`src/rtl/vblank_update_scheduler.sv`:
```
// Hands the vertical-blank update window to game-state requesters one at a time so that
// sprite/score registers only change off-screen. Define SCHED_ROUND_ROBIN_EN for rotating priority.
module vblank_update_scheduler #(
    parameter int unsigned     NUM_REQ      = 3,
    parameter logic [9:0]      VBLANK_START = 10'd480,
    parameter int unsigned     TO_W         = 16,
    parameter logic [TO_W-1:0] TIMEOUT      = TO_W'(2000)
) (
    input  logic               clk,
    input  logic               reset_n,
    input  logic [9:0]         vCount,
    input  logic [NUM_REQ-1:0] req,
    input  logic [NUM_REQ-1:0] done,
    input  logic               clr_err,
    output logic [NUM_REQ-1:0] grant,
    output logic               frame_tick,
    output logic               busy,
    output logic [7:0]         frame_count,
    output logic               overrun_err,
    output logic               timeout_err
);

    typedef enum logic [1:0] {StIdle, StScan, StGrant, StWait} state_e;

    localparam logic [TO_W-1:0] TO_LAST = TIMEOUT - TO_W'(1);

    state_e             state_q, state_d;
    logic [NUM_REQ-1:0] pending_q, pending_d;
    logic [NUM_REQ-1:0] grant_q, grant_d;
    logic [TO_W-1:0]    cnt_q, cnt_d;
    logic [7:0]         fcount_q, fcount_d;
    logic               tick_q, tick_d;
    logic               ovr_q, ovr_d;
    logic               tout_q, tout_d;
    logic               vblank_q;

    logic               vblank;
    logic               vblank_rise;
    logic [NUM_REQ-1:0] pick_oh;
    logic               pick_found;
    logic               done_hit;

    assign vblank      = (vCount >= VBLANK_START);
    assign vblank_rise = vblank & ~vblank_q;
    assign done_hit    = |(done & grant_q);

`ifdef SCHED_ROUND_ROBIN_EN
    localparam int unsigned PTR_W = (NUM_REQ > 1) ? $clog2(NUM_REQ) : 1;

    logic [PTR_W-1:0] ptr_q, ptr_d;

    // First pending bit at or after the pointer, otherwise wrap to the lowest set bit.
    always_comb begin
        pick_oh    = '0;
        pick_found = 1'b0;
        for (int unsigned j = 0; j < NUM_REQ; j++) begin
            if (!pick_found && pending_q[j] && (j >= 32'(ptr_q))) begin
                pick_oh[j] = 1'b1;
                pick_found = 1'b1;
            end
        end
        for (int unsigned j = 0; j < NUM_REQ; j++) begin
            if (!pick_found && pending_q[j]) begin
                pick_oh[j] = 1'b1;
                pick_found = 1'b1;
            end
        end
    end

    always_comb begin
        ptr_d = ptr_q;
        if (state_q == StIdle && vblank_rise) begin
            ptr_d = (ptr_q == PTR_W'(NUM_REQ - 1)) ? '0 : ptr_q + PTR_W'(1);
        end
    end

    always_ff @(posedge clk or negedge reset_n) begin
        if (!reset_n) begin
            ptr_q <= '0;
        end else begin
            ptr_q <= ptr_d;
        end
    end
`else
    always_comb begin
        pick_oh    = '0;
        pick_found = 1'b0;
        for (int unsigned j = 0; j < NUM_REQ; j++) begin
            if (!pick_found && pending_q[j]) begin
                pick_oh[j] = 1'b1;
                pick_found = 1'b1;
            end
        end
    end
`endif

    always_comb begin
        state_d   = state_q;
        pending_d = pending_q;
        grant_d   = grant_q;
        cnt_d     = cnt_q;
        fcount_d  = fcount_q;
        tick_d    = 1'b0;
        // A coincident error event below overrides the clear.
        ovr_d     = clr_err ? 1'b0 : ovr_q;
        tout_d    = clr_err ? 1'b0 : tout_q;

        case (state_q)
            StIdle: begin
                if (vblank_rise) begin
                    state_d   = StScan;
                    pending_d = req;
                    tick_d    = 1'b1;
                    fcount_d  = fcount_q + 8'd1;
                end
            end
            StScan: begin
                if (!pick_found) begin
                    state_d = StWait;
                end else begin
                    state_d = StGrant;
                    grant_d = pick_oh;
                    cnt_d   = '0;
                end
            end
            StGrant: begin
                cnt_d = cnt_q + TO_W'(1);
                if (done_hit) begin
                    grant_d = '0;
                    if (vblank) begin
                        pending_d = pending_q & ~grant_q;
                        state_d   = StScan;
                    end else begin
                        pending_d = '0;
                        state_d   = StIdle;
                    end
                end else if (!vblank) begin
                    grant_d   = '0;
                    pending_d = '0;
                    ovr_d     = 1'b1;
                    state_d   = StIdle;
                end else if (cnt_q == TO_LAST) begin
                    grant_d   = '0;
                    pending_d = pending_q & ~grant_q;
                    tout_d    = 1'b1;
                    state_d   = StScan;
                end
            end
            StWait: begin
                if (!vblank) begin
                    state_d = StIdle;
                end
            end
            default: begin
                state_d = StIdle;
            end
        endcase
    end

    // vblank_q resets high so a reset released inside blanking does not fake a frame start.
    always_ff @(posedge clk or negedge reset_n) begin
        if (!reset_n) begin
            state_q   <= StIdle;
            pending_q <= '0;
            grant_q   <= '0;
            cnt_q     <= '0;
            fcount_q  <= '0;
            tick_q    <= 1'b0;
            ovr_q     <= 1'b0;
            tout_q    <= 1'b0;
            vblank_q  <= 1'b1;
        end else begin
            state_q   <= state_d;
            pending_q <= pending_d;
            grant_q   <= grant_d;
            cnt_q     <= cnt_d;
            fcount_q  <= fcount_d;
            tick_q    <= tick_d;
            ovr_q     <= ovr_d;
            tout_q    <= tout_d;
            vblank_q  <= vblank;
        end
    end

    assign grant       = grant_q;
    assign frame_tick  = tick_q;
    assign busy        = (state_q == StScan) || (state_q == StGrant);
    assign frame_count = fcount_q;
    assign overrun_err = ovr_q;
    assign timeout_err = tout_q;

endmodule

```
`config.mk`:
```
export PLATFORM = sky130hd
export DESIGN_NAME = vblank_update_scheduler
export DESIGN_NICKNAME = d
export VERILOG_FILES = /design/src/rtl/vblank_update_scheduler.sv
export SDC_FILE = /design/constraint.sdc
export NUM_CORES = 1
export LEC_CHECK = 0
export ABC_AREA = 1
export ABC_CLOCK_PERIOD_IN_PS = 1900
export BUFFER_PORTS_ARGS = -buffer_cell sky130_fd_sc_hd__buf_2
export CAP_MARGIN = 0
export CORE_MARGIN = 4
export CORE_UTILIZATION = 43
export CTS_CLUSTER_DIAMETER = 50
export DETAILED_ROUTE_END_ITERATION = 6
export GPL_ROUTABILITY_DRIVEN = 0
export SYNTH_ARGS = -nofsm -noshare
export SYNTH_HDL_FRONTEND = slang
export SYNTH_SLANG_ARGS = --single-unit
```
`constraint.sdc`:
```
create_clock -name clk -period 1.9 [get_ports clk]
set_clock_uncertainty 0.1 [all_clocks]
set_input_delay 0.095 -clock clk [delete_from_list [all_inputs] [get_ports clk]]
set_output_delay 0.095 -clock clk [all_outputs]
set_load 0.1 [all_outputs]
```
==> metrics.yaml, run 1 <==
power_and_ir_drop:
  p_per_area_nw_per_um2: 1510
  vdd_drop_max_mv: 0.981
  p_leak_nw: 1.27
  power.total_mw: 3.71
cells_and_area:
  fin_nets: 343
  syn_to_final_growth_pct: 19.2
  drive_gt1_share_pct: 19.5
  fin_util_pct: 54.8
  final_cells: 370
  final_area_um2: 2470
  n_antenna_cell: 0
yosys:
  yosysTopAreaCell: "dfrtp_1"
  netlist.area_leader.share_pct: 42.3
  syn-mean-instance-area_um2: 7.55
  mappedNetlistNets: 300
  ys_types: 25
  synth.area.top_cells: "dfrtp_1, nand2_1, nand3_1"
  syn_inst: 274
  async_flop_share_pct: 100
  synth-edff-count: 0
  ys_seq_elements: 36
  post-synth-top-count-cell: "nand2_1"
  syn_area_um2: 2070
  synth_common_cells: "nand2_1, dfrtp_1, nor2_1, inv_1, nand3_1"
  yosysWarnings: 0
  ys_seq_area_share_pct: 43.6
  ys.flop_type: "dfrtp_1"
setup_path:
  path_max_fanout: 8
  critPathTopFamily: "buffers and inverters"
  startpoint_type: "flop"
  startpoint: "state_q[1]"
  path_cells: "inv_1 -> ha_2 -> inv_1 -> nor2_4 -> a21oi_4 -> buf_4 -> nand2_1 -> xor2_1 -> nor2_1"
  required_ns: 2.03
  crit_slowest_cell: "dfrtp_1"
  cp-endpoint: "cnt_q[9]"
  critPathArrivalTime_ns: 1.86
  path_buf_inv: 3
  crit-reg2reg-capture: "cnt_q[9]"
  critPathMaxStageDelay_ns: 0.39
  crit_cells: 9
  reg2reg_slack_ns: 0.17
  path_class: "reg2reg"
  r2r_cells: 9
  endpoint_kind: "flop"
  r2r_start: "state_q[1]"
  crit_top_cell: "inv_1"
drt:
  post_drt_wl_per_cell_um: 12.2
  drc: 0
  antenna_left: 0
  routed_wirelength_mm: 4.50
  viasPerCell: 4.87
  drt-pass1-iter-count: 4
  vias: 1802
  drtIter0Drc: 109
status:
  outcome: "finished, final reports clean"
sta:
  hold_ws_ns: 0.0338
  worst_slew_pin_slew_ns: 0.489
  hold_viol: 0
  slew_violations: 0
  rsz0062_at_grt: "no"
  max_slew_margin_pct: 67.6
  fmax_mhz: 578
  period_share_pct: 91.1
  worst_slack_ns: 0.170
  fin_setup_tns_ns: 0
  fin_crit_ns: 1.73
  setup_viol: 0
placement:
  place_area_um2: 2310
  preCtsSetupSlack_ns: 0.0850
  port-buffer-count: 28
  dp.cells: 359
  hpwlAfterDp_mm: 3.47
run:
  max-cap-violations: 0
floorplan:
  rows: 24
  die_height_um: 77.4
  die-area_um2: 5990
  core_um2: 4500
  ios: 34
  die_w_um: 77.4
  floorplan.initialDensity_pct: 45.9
hold_path:
  min_path_type: "in2reg"
  worstHoldStart: "vCount[6]"
clock_tree:
  clkTransAtPathRegs_ns: 0.08
  clk_latency_ns: 0.29
  htreeDepth: 2
  clk_path_buf_depth: 2
  cts_buffers: 5
  cts.root.buffer_cell: "clkbuf_8"
  cts_tree: "built"
  clkSinkCount: 36
grt:
  grt.total_usage_pct: 16.1
  grt_max_degree: 14
  grt_pass1_wl_mm: 7.76
  antenna_found_initial: 0
  grt_pass1_vias: 1717
  gr-total-overflow: 0
worst min path at each step:
stage / endpoint / slack, ns / cells after the start
floorplan: cnt_q[0] / -0.30 / 0
global placement: frame_count[2] / -0.1 / 1
detailed placement: frame_count[2] / -0.1 / 1
CTS: vblank_q / 0.02 / 3
global route: vblank_q / 0.04 / 3
finish: vblank_q / 0.03 / 3
cells by family (layout without fill, tap and decap cells):
family	after synthesis	after routing	synth area share, %
adder cells (fa/ha/maj)	7	7	4.23
buffers and inverters	33	77	6.41
flip-flops	36	36	43.6
XOR/XNOR	8	8	3.39
AND/OR/NAND/NOR	174	174	36.7
AO/OA/AOI/OAI	16	16	5.68
cells in the final DEF (no fill, tap or decap), types with 3 or more instances in the layout:
master and instances:
a21oi_1 6, buf_4 8, xnor2_1 3, nand3_1 26
nand2_1 88, dfrtp_1 35, inv_1 29, nand2_2 5
clkbuf_8 5, ha_1 6, buf_2 28, nor3_1 4
nand4_1 11, xor2_1 5, nor2_1 33, nor2_2 3
worst reg2reg max path: stages, from the launching register on:
cell and delay, ns:
dfrtp_1 0.39, inv_1 0.10, ha_2 0.22, inv_1 0.10, nor2_4 0.05, a21oi_4 0.23, buf_4 0.20, nand2_1 0.07
xor2_1 0.15, nor2_1 0.08
power breakdown:
group | switching (mW) | internal (mW)
logic | 1.48 | 0.488
registers | 0.150 | 0.918
clock network | 0.285 | 0.388
timing repair:
action	CTS	global route
buffers inserted	0	1
endpoints found under the setup margin	0	4
resized for setup	0	5
hold buffers	2	0
endpoints found under the hold margin	38	0
sequential cells by signal, summed over array words and instances (netlist names):
signal	cells
state_q	2
vblank_q	1
cnt_q	16
frame_tick	1
grant	3
timeout_err	1
overrun_err	1
pending_q	3
frame_count	8
per-layer routing:
metal  vias to the layer above  routed length [um]  global-route usage (%)  share of wire, %
met2                        40                1980                    25.2                44
li1                        959                   -                       -                 -
met4                         0                  48                    5.16               1.1
met5                         -                   0                       0                 0
met3                         6                 243                    4.05               5.4
met1                       797                2230                    22.1                50
final cells by class:
cell class              count  area [um2]
clock buffers               5        68.8
fillers                   424        2040
multi-input cells         205        1050
clock inverters             3        42.5
inverters                  31         116
well taps                  52        65.1
flip-flops and latches     36         902
repair buffers             38         220
No activity file was read; power rests on OpenSTA's default activity.
==> inputs of run 2 (changes only) <==
--- a/config.mk
+++ b/config.mk
@@ -5,8 +5,8 @@
 export SDC_FILE = /design/constraint.sdc
 export NUM_CORES = 1
 export LEC_CHECK = 0
-export ABC_AREA = 1
-export ABC_CLOCK_PERIOD_IN_PS = 1900
+export ABC_AREA = 0
+export ABC_CLOCK_PERIOD_IN_PS = 1400
 export BUFFER_PORTS_ARGS = -buffer_cell sky130_fd_sc_hd__buf_2
 export CAP_MARGIN = 0
 export CORE_MARGIN = 4
@@ -14,6 +14,7 @@
 export CTS_CLUSTER_DIAMETER = 50
 export DETAILED_ROUTE_END_ITERATION = 6
 export GPL_ROUTABILITY_DRIVEN = 0
+export PLACE_DENSITY = 0.67
 export SYNTH_ARGS = -nofsm -noshare
 export SYNTH_HDL_FRONTEND = slang
 export SYNTH_SLANG_ARGS = --single-unit
==> constraint.sdc (replaced) <==
create_clock -name clk -period 1.4 [get_ports clk]
set_clock_uncertainty 0.1 [all_clocks]
set_input_delay 0.07 -clock clk [delete_from_list [all_inputs] [get_ports clk]]
set_output_delay 0.07 -clock clk [all_outputs]
set_load 0.1 [all_outputs]
==> run 2 against run 1 <==
Net effect:
- the flow now finishes with violations (negative setup slack)
- core utilization grew 20 points
- area after synthesis shrank 11%
- die area shrank 9.8%
- register-to-register slack lost 0.89 ns
- sequential share of layout area shrank 6.2 points
- design area grew 24%
- maximum frequency shrank 18%
- worst setup slack lost 0.89 ns
- wire length grew 41%
- critical path type unchanged
- largest power group unchanged
==> metrics.yaml, run 2 <==
clock_tree:
  clkTransAtPathRegs_ns: 0.08  # about the same
  clk_latency_ns: 0.30  # was 0.29 ns
  cts_buffers: 5  # unchanged
  htreeDepth: 2  # unchanged
  clk_path_buf_depth: 2  # unchanged
  cts_tree: "built"  # unchanged
  clkSinkCount: 36  # unchanged
  cts.root.buffer_cell: "clkbuf_8"  # unchanged
setup_path:
  path_class: "reg2reg"  # unchanged
  path_cells: "inv_2 -> ha_4 -> nor4b_4 -> or4_4 -> buf_6 -> or3_4 -> a21oi_2"  # was inv_1 -> ha_2 -> inv_1 -> nor2_4 -> a21oi_4 -> buf_4 -> nand2_1 -> xor2_1 -> nor2_1
  startpoint_type: "flop"  # unchanged
  path_max_fanout: 4  # was 8
  critPathMaxStageDelay_ns: 0.53  # was 0.39 ns
  crit_cells: 7  # was 9
  r2r_cells: 7  # was 9
  critPathTopFamily: "simple AND/OR/NAND/NOR gates"  # was buffers and inverters
  critPathArrivalTime_ns: 2.24  # was 1.86 ns
  path_buf_inv: 2  # was 3
  required_ns: 1.52  # was 2.03 ns
  crit_slowest_cell: "or4_4"  # was dfrtp_1
  endpoint_kind: "flop"  # unchanged
cells_and_area:
  layout_common_cells: "buf_4, dfrtp_1, buf_2"  # was nand2_1, dfrtp_1, nor2_1
  layout_commonest_cell: "buf_4"  # was nand2_1
  multi_input_area_um2: 1160  # was 1050 um2
  drive_gt1_share_pct: 55.1  # was 19.5%
  regArea_um2: 926  # was 902 um2
  n_antenna_cell: 0  # unchanged
  largest_reg_flops: 16  # unchanged
  fin_nets: 308  # was 343
  final_cells: 333  # was 370
  nFillCells: 272  # was 424
  syn_to_final_growth_pct: 65.6  # was 19.2%
  top_register: "cnt_q"  # unchanged
  fin_util_pct: 74.7  # was 54.8%
yosys:
  async_flop_share_pct: 100  # unchanged
  synth-adder-area-share_pct: 4.75  # was 4.23%
  yosysTopAreaCell: "dfrtp_1"  # unchanged
  synth-simple-area-share_pct: 19.8  # was 36.7%
  synth_compound_area_share_pct: 17.4  # was 5.68%
  synth-edff-count: 0  # unchanged
  syn-mean-instance-area_um2: 10.0  # was 7.55 um2
  post-synth-top-count-cell: "dfrtp_1"  # was nand2_1
  synth_common_cells: "dfrtp_1, nand2_1, inv_1, o21ai_0, a21oi_1"  # was nand2_1, dfrtp_1, nor2_1, inv_1, nand3_1
  ys_seq_area_share_pct: 48.9  # was 43.6%
  synth_top_family_by_area: "simple AND/OR/NAND/NOR gates"  # unchanged
  synthMuxAreaShare_pct: 1.22  # was 0%
  yosysWarnings: 0  # unchanged
  ys_types: 38  # was 25
  netlist.area_leader.share_pct: 47.5  # was 42.3%
  synth_xor_xnor_area_share_pct: 4.27  # was 3.39%
  mappedNetlistNets: 210  # was 300
  ys_seq_elements: 36  # unchanged
  syn_inst: 184  # was 274
  syn_area_um2: 1840  # was 2070 um2
  ys.flop_type: "dfrtp_1"  # unchanged
  synth.area.top_cells: "dfrtp_1, ha_1, nand2_1"  # was dfrtp_1, nand2_1, nand3_1
power_and_ir_drop:
  vdd_drop_max_mv: 2.02  # was 0.981 mV
  switchingPower_mw: 3.08  # was 1.92 mW
  p_leak_nw: 1.35  # was 1.27 nW
  clkPwrFrac_pct: 14.1  # was 18.1%
  combPwrFrac_pct: 62.4  # was 53.1%
  p_sw_share_pct: 46.5  # was 51.7%
  power.total_mw: 6.61  # was 3.71 mW
  pwr-share-seq_pct: 23.5  # was 28.8%
  p_per_area_nw_per_um2: 2160  # was 1510 nW/um2
  internal-power_mw: 3.53  # was 1.80 mW
hold_path:
  min_path_type: "in2reg"  # unchanged
  holdPathStages: 4  # was 3
floorplan:
  floorplan.initialDensity_pct: 45.1  # was 45.9%
  core_um2: 4090  # was 4500 um2
  die-area_um2: 5400  # was 5990 um2
  die_w_um: 73.5  # was 77.4 um
  die_height_um: 73.5  # was 77.4 um
  rows: 23  # was 24
  ios: 34  # unchanged
sta:
  fin_crit_ns: 2.12  # was 1.73 ns
  worst_slew_pin_slew_ns: 0.501  # was 0.489 ns
  period_share_pct: 151  # was 91.1%
  worst_slack_ns: -0.720  # was 0.170 ns
  setup_viol: 35  # was 0
  hold_viol: 0  # unchanged
  max_slew_margin_pct: 66.8  # was 67.6%
  fmax_mhz: 472  # was 578 MHz
  rsz0062_at_grt: "yes"  # was no
  slew_violations: 0  # unchanged
placement:
  port-buffer-count: 28  # unchanged
  dp.cells: 306  # was 359
  hpwlAfterDp_mm: 3.74  # was 3.47 mm
grt:
  grt.total_usage_pct: 23.8  # was 16.1%
  grt_pass1_wl_mm: 9.78  # was 7.76 mm
  grt_max_degree: 37  # was 14
  antenna_found_initial: 0  # unchanged
  gr-total-overflow: 0  # unchanged
  grt_pass1_vias: 2081  # was 1717
drt:
  drtIter0Drc: 148  # was 109
  routed_wirelength_mm: 6.32  # was 4.50 mm
  viasPerCell: 5.86  # was 4.87
  vias: 1951  # was 1802
  drt-pass1-iter-count: 5  # was 4
  post_drt_wl_per_cell_um: 19.0  # was 12.2 um
  antenna_left: 0  # unchanged
  drc: 0  # unchanged
status:
  outcome: "complete, but fails checks"  # was finished, final reports clean
  failed_checks: "negative setup slack"
run:
  max-cap-violations: 0  # unchanged
[run 2: cell count changes after synthesis, moves of 5 or more]
cell and delta:
a22o_1 +5, or3_1 +5, nand2_2 -5, nor2_1 -28, inv_1 -18, o21ai_0 +8, or4_1 +7, nand3_1 -19
nand2_1 -71
[run 2: logic make-up (layout without fill, tap and decap cells)]
logic type / count (synthesis) / after routing
AO/OA/AOI/OAI: 48 / 48
XOR/XNOR: 9 / 9
adder cells (fa/ha/maj): 7 / 7
buffers and inverters: 17 / 116
flip-flops: 36 / 36
multiplexers: 2 / 2
AND/OR/NAND/NOR: 65 / 65
[run 2: worst paths after layout]
kind / from / end / slack (ns)
setup / recovery: state_q[1] / cnt_q[11] / -0.72
hold / removal: vCount[9] / vblank_q / 0.01
setup reg to reg: state_q[1] / cnt_q[11] / -0.72
hold reg to reg: frame_count[7] / frame_count[7] / 0.37
max in group asynchronous: reset_n / vblank_q / 0.78
min in group asynchronous: reset_n / cnt_q[14] / 0.17
[run 2: area by class of cell]
type	count	share of cell area, %
Tap cell	50	2.05
Inverter	11	1.35
Multi-Input combinational cell	131	38.1
Sequential cell	36	30.3
Timing Repair Buffer	97	24.7
Clock inverter	2	1.15
Clock buffer	6	2.38
[run 2: power by group through the flow]
| stage | Clock [mW] | Sequential (mW) | Combinational, mW |
|---|---|---|---|
| after floorplan | 0 | 2.39 | 1.23 |
| after global placement | 0 | 1.52 | 3.12 |
| after detailed placement | 0 | 1.55 | 3.18 |
| after CTS | 0.931 | 1.53 | 3.83 |
| after global routing | 0.981 | 1.57 | 4.33 |
| final | 0.933 | 1.55 | 4.12 |
[run 2: metrics by stage]
| step | TNS (ns) | setup slack (ns) | area (um2) | hold WS [ns] |
|---|---|---|---|---|
| CTS | -14.96 | -0.655 | 2930 | 0.00527 |
| global placement | -15.70 | -0.665 | 2560 | -0.0529 |
| finish | -16.99 | -0.720 | 3050 | 0.0129 |
| global route | -19.27 | -0.770 | 3050 | 0.0456 |
| floorplan | -13.78 | -0.794 | 2010 | -0.326 |
| detailed placement | -17.17 | -0.709 | 2560 | -0.0503 |
[run 2: routing by layer]
layer	up-vias	track usage, %	wire length, um	share of wire [%]
li1	880	-	-	-
met1	969	27.3	2470	39
met2	78	42.2	3280	52
met3	24	4.92	315	5.0
met4	0	10.3	258	4.1
met5	-	0	0	0
[run 2: timing repair]
action	4_1_cts	5_1_grt
cloned	1	0
endpoints found under the setup margin	35	37
hold buffers	2	0
resized for setup	31	23
pin swaps	21	13
hold endpoints to repair	38	0
buffers inserted	14	5
[run 2: worst min-delay path: cells and delay by family]
family	cells	cell delay (ns)
buffers and inverters	3	0.26
AOI/OAI and AO/OA	1	0.04
==> inputs of run 3 (changes only) <==
--- a/config.mk
+++ b/config.mk
@@ -15,6 +15,7 @@
 export DETAILED_ROUTE_END_ITERATION = 6
 export GPL_ROUTABILITY_DRIVEN = 0
 export PLACE_DENSITY = 0.67
+export SETUP_SLACK_MARGIN = 0.05
 export SYNTH_ARGS = -nofsm -noshare
 export SYNTH_HDL_FRONTEND = slang
 export SYNTH_SLANG_ARGS = --single-unit
==> run 3 against run 2 <==
Net effect:
- the flow still finishes with violations (negative setup slack)
- final cell count is the same
- power grew 0.89%
- count of clock-buffer cells in the layout is the same
- clock power shrank 2.3%
- worst setup slack gained 0.016 ns
- die area is the same
- global-route usage shrank 0.14 points
- core utilization grew 1.8 points
- design area grew 2.4%
- register-to-register slack gained 0.02 ns
- sequential cell count is the same
==> metrics.yaml, run 3 (synthesis gave the netlist of run 2 again) <==
status:
  outcome: "complete, but fails checks"  # unchanged
  failed_checks: "negative setup slack"  # unchanged
sta:
  fin_crit_ns: 2.10  # was 2.12 ns
  worst_slew_pin_slew_ns: 0.495  # was 0.501 ns
  setup_viol: 35  # unchanged
  worst_slack_ns: -0.704  # was -0.720 ns
  fmax_mhz: 475  # was 472 MHz
  rsz0062_at_grt: "yes"  # unchanged
  hold_ws_ns: 0.00388  # was 0.0129 ns
  period_share_pct: 150  # was 151%
  max_slew_margin_pct: 67.2  # was 66.8%
  slew_violations: 0  # unchanged
  hold_viol: 0  # unchanged
floorplan:
  core_um2: 4090  # unchanged
  die-area_um2: 5400  # unchanged
  ios: 34  # unchanged
  die_height_um: 73.5  # unchanged
  rows: 23  # unchanged
  die_w_um: 73.5  # unchanged
  floorplan.initialDensity_pct: 45.1  # unchanged
placement:
  dp.cells: 306  # unchanged
  preCtsSetupSlack_ns: -0.701  # was -0.709 ns
  place_area_um2: 2560  # unchanged
  hpwlAfterDp_mm: 3.70  # was 3.74 mm
  port-buffer-count: 28  # unchanged
hold_path:
  holdPathStages: 4  # unchanged
  min_path_type: "in2reg"  # unchanged
  worstHoldStart: "vCount[9]"  # unchanged
run:
  max-cap-violations: 0  # unchanged
power_and_ir_drop:
  p_leak_nw: 1.37  # was 1.35 nW
  power.total_mw: 6.67  # was 6.61 mW
  vdd_drop_max_mv: 2.08  # was 2.02 mV
  p_per_area_nw_per_um2: 2130  # was 2160 nW/um2
cells_and_area:
  drive_gt1_share_pct: 58.0  # was 55.1%
  final_area_um2: 3130  # was 3050 um2
  top_register: "cnt_q"  # unchanged
  final_cells: 333  # unchanged
  layout_common_cells: "buf_4, dfrtp_1, buf_2"  # unchanged
  largest_reg_flops: 16  # unchanged
  layout_commonest_cell: "buf_4"  # unchanged
  fin_nets: 308  # unchanged
  nFillCells: 230  # was 272
  n_antenna_cell: 0  # unchanged
  syn_to_final_growth_pct: 69.5  # was 65.6%
clock_tree:
  clk_path_buf_depth: 2  # unchanged
  clkSinkCount: 36  # unchanged
  clkTransAtPathRegs_ns: 0.08  # about the same
  cts_buffers: 5  # unchanged
  htreeDepth: 2  # unchanged
  cts.root.buffer_cell: "clkbuf_8"  # unchanged
  cts_tree: "built"  # unchanged
  clk_latency_ns: 0.30  # about the same
drt:
  drc: 0  # unchanged
  routed_wirelength_mm: 6.26  # was 6.32 mm
  vias: 1949  # was 1951
  post_drt_wl_per_cell_um: 18.8  # was 19.0 um
  drt-pass1-iter-count: 4  # was 5
  antenna_left: 0  # unchanged
  viasPerCell: 5.85  # was 5.86
  drtIter0Drc: 160  # was 148
setup_path:
  required_ns: 1.52  # about the same
  r2r_start: "state_q[1]"  # unchanged
  reg2reg_slack_ns: -0.70  # was -0.72 ns
  path_max_fanout: 6  # was 4
  cp-endpoint: "cnt_q[14]"  # was cnt_q[11]
  endpoint_kind: "flop"  # unchanged
  startpoint: "state_q[1]"  # unchanged
  startpoint_type: "flop"  # unchanged
  path_class: "reg2reg"  # unchanged
  critPathArrivalTime_ns: 2.23  # was 2.24 ns
  r2r_cells: 7  # unchanged
  crit-reg2reg-capture: "cnt_q[14]"  # was cnt_q[11]
grt:
  antenna_found_initial: 0  # unchanged
  gr-total-overflow: 0  # unchanged
  grt_pass1_wl_mm: 9.72  # was 9.78 mm
  grt.total_usage_pct: 23.6  # was 23.8%
  grt_pass1_vias: 2034  # was 2081
  grt_max_degree: 37  # unchanged
==> run 3: cell count changes in the layout (fill, tap and decap cells not counted), sizes merged <==
cell / before / now
clkbuf: 8 / 7
buf: 93 / 94
==> run 3: critical path: stages, from the launching register on <==
cell,delay (ns)
dfrtp_1,0.41
inv_2,0.09
ha_4,0.16
buf_12,0.10
nor2_4,0.03
or4_4,0.53
or4_4,0.44
a21oi_2,0.17
==> run 3: how the worst min path moves through the flow <==
stage | end | slack [ns]
global route | vblank_q | 0.05
finish | vblank_q | 0.004
CTS | vblank_q | 0.003
global placement | cnt_q[6] | -0.05
floorplan | cnt_q[0] | -0.33
detailed placement | cnt_q[11] | -0.05
==> run 3: where the power goes <==
part           internal, mW  switching (mW)  total, mW
clock network         0.529           0.384      0.912
registers              1.30           0.252       1.55
logic                  1.81            2.39       4.20
total                  3.64            3.03       6.67
==> run 3: repair_timing <==
action,CTS,global route
setup buffers,10,11
gates cloned,1,0
pin swaps,17,24
hold endpoints to repair,38,0
setup endpoints to repair,43,35
resized for setup,42,30
hold buffers,2,0
==> run 3: area by class of cell <==
type                    count  area (um2)  area share, %
well taps                  50        62.6           2.00
clock buffers               6        72.6           2.32
inverters                  11        41.3           1.32
clock inverters             2        35.0           1.12
multi-input cells         131        1200           38.5
repair buffers             97         783           25.1
flip-flops and latches     36         927           29.7
==> run 3: metrics by stage <==
step / utilization, % / TNS, ns
after detailed placement: 62.8 / -16.77
after global routing: 76.5 / -17.90
after global placement: 62.8 / -15.70
final: 76.5 / -15.98
after floorplan: - / -13.78
after CTS: 71.8 / -13.79
==> run 3: per-layer routing <==
layer  GRT usage, %  up-vias  share of wire, %
li1               -      886                 -
met2           40.4       80                52
met4           8.65        0               2.8
met5              0        -                 0
met3           5.88       19               4.2
met1           28.7      964                41
